$ cat src/rtl/fifo_sync_param_pkg.sv
// Shared types for the parametrised synchronous FIFO.
// Provides the per-cycle operation encoding used by the occupancy logic.
package fifo_sync_param_pkg;

  // Accepted operation in one cycle: {push, pop}
  typedef enum logic [1:0] {
    OP_IDLE = 2'b00,
    OP_POP  = 2'b01,
    OP_PUSH = 2'b10,
    OP_BOTH = 2'b11
  } fifo_op_e;

  // Fold the accepted push/pop qualifiers into one operation code
  function automatic fifo_op_e fifo_op(input logic push, input logic pop);
    return fifo_op_e'({push, pop});
  endfunction

endpackage

$ cat src/rtl/fifo_sync_ram.sv
// Storage array for fifo_sync_param: WIDTH x DEPTH, one synchronous write
// port and one combinational read port.
// Ports:
//   clk          clock, write on posedge
//   we/waddr/wdata  write enable, index, data
//   raddr/rdata     read index and asynchronous read data
module fifo_sync_ram #(
  parameter  int unsigned WIDTH = 8,
  parameter  int unsigned DEPTH = 16,
  localparam int unsigned AW    = $clog2(DEPTH)
) (
  input  logic             clk,
  input  logic             we,
  input  logic [AW-1:0]    waddr,
  input  logic [WIDTH-1:0] wdata,
  input  logic [AW-1:0]    raddr,
  output logic [WIDTH-1:0] rdata
);

  logic [WIDTH-1:0] mem [DEPTH];

  // Contents are intentionally not reset
  always_ff @(posedge clk) begin
    if (we) mem[waddr] <= wdata;
  end

  assign rdata = mem[raddr];

endmodule

$ cat src/rtl/fifo_sync_param.sv
// Parametrised single-clock FIFO with registered occupancy count, flags
// decoded from that count, error pulses and a standard or FWFT read port.
// Ports:
//   clk, rst                   clock and synchronous active-high reset
//   wr_en, wr_data             write request and data
//   rd_en                      read request (pop / acknowledge in FWFT)
//   rd_data, rd_valid          read data and its qualifier
//   full, empty                count == DEPTH / count == 0
//   almost_full, almost_empty  count >= AF_THRESH / count <= AE_THRESH
//   count                      occupancy 0..DEPTH
//   overflow, underflow        one-cycle pulses for rejected requests
module fifo_sync_param
  import fifo_sync_param_pkg::*;
#(
  parameter  int unsigned WIDTH     = 8,
  parameter  int unsigned DEPTH     = 16,
  parameter  int unsigned AF_THRESH = DEPTH - 2,
  parameter  int unsigned AE_THRESH = 2,
  parameter  bit          FWFT      = 1'b0,
  localparam int unsigned AW        = $clog2(DEPTH)
) (
  input  logic             clk,
  input  logic             rst,
  input  logic             wr_en,
  input  logic [WIDTH-1:0] wr_data,
  input  logic             rd_en,
  output logic [WIDTH-1:0] rd_data,
  output logic             rd_valid,
  output logic             full,
  output logic             empty,
  output logic             almost_full,
  output logic             almost_empty,
  output logic [AW:0]      count,
  output logic             overflow,
  output logic             underflow
);

  localparam int unsigned CW = AW + 1;

  logic [AW:0]      wr_ptr_q, rd_ptr_q, count_q, count_nxt;
  logic             rd_ok, wr_ok;
  fifo_op_e         op;
  logic             empty_q, full_q, af_q, ae_q, ovf_q, udf_q;
  logic [WIDTH-1:0] ram_rdata;

  // Request qualification; a full FIFO still accepts a write alongside a pop
  always_comb begin
    rd_ok     = rd_en && !empty_q;
    wr_ok     = wr_en && (!full_q || rd_ok);
    op        = fifo_op(wr_ok, rd_ok);
    count_nxt = count_q;
    case (op)
      OP_PUSH: count_nxt = count_q + CW'(1);
      OP_POP:  count_nxt = count_q - CW'(1);
      default: count_nxt = count_q;
    endcase
  end

  // Pointers, occupancy, flags (registered from next count) and error pulses
  always_ff @(posedge clk) begin
    if (rst) begin
      wr_ptr_q <= '0;
      rd_ptr_q <= '0;
      count_q  <= '0;
      empty_q  <= 1'b1;
      full_q   <= 1'b0;
      af_q     <= (AF_THRESH == 0);
      ae_q     <= 1'b1;
      ovf_q    <= 1'b0;
      udf_q    <= 1'b0;
    end else begin
      if (wr_ok) wr_ptr_q <= wr_ptr_q + CW'(1);
      if (rd_ok) rd_ptr_q <= rd_ptr_q + CW'(1);
      count_q <= count_nxt;
      empty_q <= (count_nxt == CW'(0));
      full_q  <= (count_nxt == CW'(DEPTH));
      af_q    <= (count_nxt >= CW'(AF_THRESH));
      ae_q    <= (count_nxt <= CW'(AE_THRESH));
      ovf_q   <= wr_en && !wr_ok;
      udf_q   <= rd_en && !rd_ok;
    end
  end

  fifo_sync_ram #(
    .WIDTH (WIDTH),
    .DEPTH (DEPTH)
  ) u_ram (
    .clk   (clk),
    .we    (wr_ok),
    .waddr (wr_ptr_q[AW-1:0]),
    .wdata (wr_data),
    .raddr (rd_ptr_q[AW-1:0]),
    .rdata (ram_rdata)
  );

  // Read port: FWFT shows the head word directly, standard registers it on pop
  if (FWFT) begin : g_fwft
    assign rd_data  = ram_rdata;
    assign rd_valid = !empty_q;
  end else begin : g_std
    logic [WIDTH-1:0] rd_data_q;
    logic             rd_valid_q;

    always_ff @(posedge clk) begin
      if (rst) begin
        rd_data_q  <= '0;
        rd_valid_q <= 1'b0;
      end else begin
        rd_valid_q <= rd_ok;
        if (rd_ok) rd_data_q <= ram_rdata;
      end
    end

    assign rd_data  = rd_data_q;
    assign rd_valid = rd_valid_q;
  end

  assign full         = full_q;
  assign empty        = empty_q;
  assign almost_full  = af_q;
  assign almost_empty = ae_q;
  assign count        = count_q;
  assign overflow     = ovf_q;
  assign underflow    = udf_q;

endmodule

$ cat config.mk
export PLATFORM = sky130hd
export DESIGN_NAME = fifo_sync_param
export DESIGN_NICKNAME = d
export VERILOG_FILES = /design/src/rtl/fifo_sync_param_pkg.sv /design/src/rtl/fifo_sync_ram.sv /design/src/rtl/fifo_sync_param.sv
export SDC_FILE = /design/constraint.sdc
export NUM_CORES = 1
export LEC_CHECK = 0
export BUFFER_PORTS_ARGS = -buffer_cell sky130_fd_sc_hd__buf_2
export CAP_MARGIN = 10
export CORE_MARGIN = 4
export CORE_UTILIZATION = 55
export DETAILED_ROUTE_END_ITERATION = 16
export GPL_TIMING_DRIVEN = 0
export PLACE_DENSITY = 0.82
export SLEW_MARGIN = 20
export SYNTH_ARGS = -nofsm -noshare
export SYNTH_HDL_FRONTEND = slang
export SYNTH_HIERARCHICAL = 1
export SYNTH_SLANG_ARGS = --single-unit
$ cat constraint.sdc
create_clock -name clk -period 3.35 [get_ports clk]
set_input_delay 0.5025 -clock clk [delete_from_list [all_inputs] [get_ports clk]]
set_output_delay 0.5025 -clock clk [all_outputs]
set_load 0.02 [all_outputs]
==> reports/results.ini <==
[run_status]
status=finished, final reports clean

[setup_path]
critical_path_class=reg -> reg
critPathLaunchType=flip-flop
required_ns=3.65
crit_fanout=9
worstPathArrival_ns=3.45
crit_path_end_kind=flip-flop

[timing]
hold_viol=0
rsz0062_at_grt=false
worstMarginPinSlew_ns=0.822
fin_crit_ns=3.14
setup_viol=0
relSlewSlack_pct=45.0
worst_clock_skew_ns=0.00694
layout_worst_path_cycle_share_pct=93.9
setup_tns_ns=0
slew_violations=0
max_freq_ghz=0.318

[place]
dp_hpwl_um=7690
gp_congestion=0.794
io_buffers=30

[layout]
area_growth_pct=14.5
n_antenna_cell=0
mostFrequentLayoutCells=edfxtp_1 (128), buf_2 (34), nand2_1 (32)
nNetsFinal=418
drive_above_1_share_pct=25.8
layout.cells.most_common=edfxtp_1
postLayoutCoreUtil_pct=65.0

[clocking]
cts_buffers=17
clock_path_buffers=2
htree_levels=4
cts_tree=built
clkTransAtPathRegs_ns=0.06
root_buffer=clkbuf_16
clkLatencyLatePin_ns=0.42
postCtsSetupBuffers=0
cts.sinks=156

[detailed_routing]
drc=0
vias=3299
drt_wl_total_um=12000
via_per_inst=5.95
drtPass1Iterations=5
drtIter0Drc=232
routedWlPerCell_um=21.7
postRouteAntennaNets=0

[die]
die_area_um2=13100
start_util_pct=56.8
fp.dieH_um=114
die_w_um=114
rows=38
core_area_um2=10900
io-pin-count=32

[synth]
seq_area_frac_synth_pct=70.9
postSynthCellCount=353
synth-seq-cells=156
synth_edf_count=128
synth-main-ff-cell=edfxtp_1
asyncSetResetFlopFracSynth_pct=0
synth_cell_types=47
synthesis.area_per_instance_um2=17.6
syn_nets=370
syn_area_um2=6210
synth_warnings=6

[global_routing]
overflow=0
grt_pass1_wl_um=18500
grt_pass1_vias=3289
grt_usage_pct=19.3
grt_max_degree=17
grt_antenna_before_repair=0

[worst_hold_path]
hp-class=in -> reg

[power]
ir_drop_uv=390
power_density_nw_per_um2=670
p_leak_nw=2.42

[job]
max_cap_violations=0

-- layout make-up --
class	instances	area [µm²]
flip-flops and latches	156	4400
fillers	743	3830
multi-input cells	177	1710
clock buffers	17	425
well taps	140	175
repair buffers	30	150
clock inverters	15	114
plain buffers	16	114
inverters	3	11.3
-- state kept, by name, summed over array words and instances (netlist names) --
name          count
full              1
overflow          1
wr_ptr_q          4
almost_empty      1
rd_ptr_q          4
count             5
rd_valid          1
rd_data           8
empty             1
underflow         1
almost_full       1
u_ram/mem       128
-- stage by stage --
stage,worst slack [ns],power [W],hold slack [ns],area [µm²],cells
after global routing,0.0518,0.00495,0.338,7110,554
final,0.205,0.00476,0.320,7110,554
after global placement,-0.230,0.00303,0.435,6530,523
after floorplan,0.199,0.00284,0.512,6210,353
after detailed placement,-0.390,0.00306,0.438,6550,523
after CTS,0.0676,0.00479,0.310,7100,555
-- cells by family (layout without fill, tap and decap cells) --
family / Yosys count / after routing / synth area share [%]
buffers and inverters: 20 / 81 / 2.08
and+or+nand+nor: 85 / 85 / 6.77
muxes: 36 / 36 / 13.1
AOI/OAI and AO/OA: 42 / 42 / 4.82
xor gates and xnor gates: 9 / 9 / 1.27
adders and majority gates: 5 / 5 / 1.01
DFF: 156 / 156 / 70.9
-- where the power goes --
group	internal, W	switching (W)	leakage, nW
clock network	0.000956	0.000775	0.257
registers	0.00218	0.0000681	1.38
logic	0.000347	0.000436	0.782
total	0.00348	0.00128	2.42
-- synthesized netlist by cell type, drive strengths merged (3+ instances only) --
master         instances  area share, %
nor2b                  3           0.30
inv                    3           0.18
clkdlybuf4s25          3           0.48
a21oi                 14            1.2
clkbuf                 4           0.24
mux2i                  3           0.48
nand2b                 3           0.30
a22oi                 16            1.9
dfxtp                 28            9.0
nand2                 32            1.9
ha                     5            1.0
edfxtp               128             62
nor3                   4           0.32
nor2                  27            1.6
mux4                  32             12
nand3b                 3           0.36
buf                   10            1.2
xor2                   7           0.99
-- timing repair --
item | CTS | global route
setup endpoints to repair | 5 | 5
endpoints found under the hold margin | 0 | 0
hold buffers | 0 | 0
gates resized for setup | 1 | 2
-- path summary, 6_finish.rpt --
path	from	endpoint	slack, ns	cells past startpoint
worst max-delay path	empty$_SDFF_PP1_	empty$_SDFF_PP1_	0.21	12
worst min-delay path	rd_en	underflow$_SDFF_PP0_	0.32	3
worst max register to register	empty$_SDFF_PP1_	empty$_SDFF_PP1_	0.21	12
worst min register to register	empty$_SDFF_PP1_	underflow$_SDFF_PP0_	0.44	2
-- worst max-delay path, cell delays in order, from the launching register on --
cell and delay, ns:
dfxtp_1 0.31, nand2b_1 0.22, a21boi_4 0.35, inv_1 0.13
ha_1 0.20, buf_4 0.16, xor2_1 0.16, ha_1 0.23
a21oi_1 0.16, nor2b_1 0.09, or4_1 0.53, and3_4 0.23
a41o_2 0.26
-- layer usage --
metal  GRT usage (%)  vias up  share of wire [%]
li1                -     1492                  -
met5               0        -                  0
met2            31.9      108                 52
met4            6.33        0                1.5
met1            25.7     1684                 40
met3            4.33       15                7.0
No activity file was read; power rests on OpenSTA's default activity.
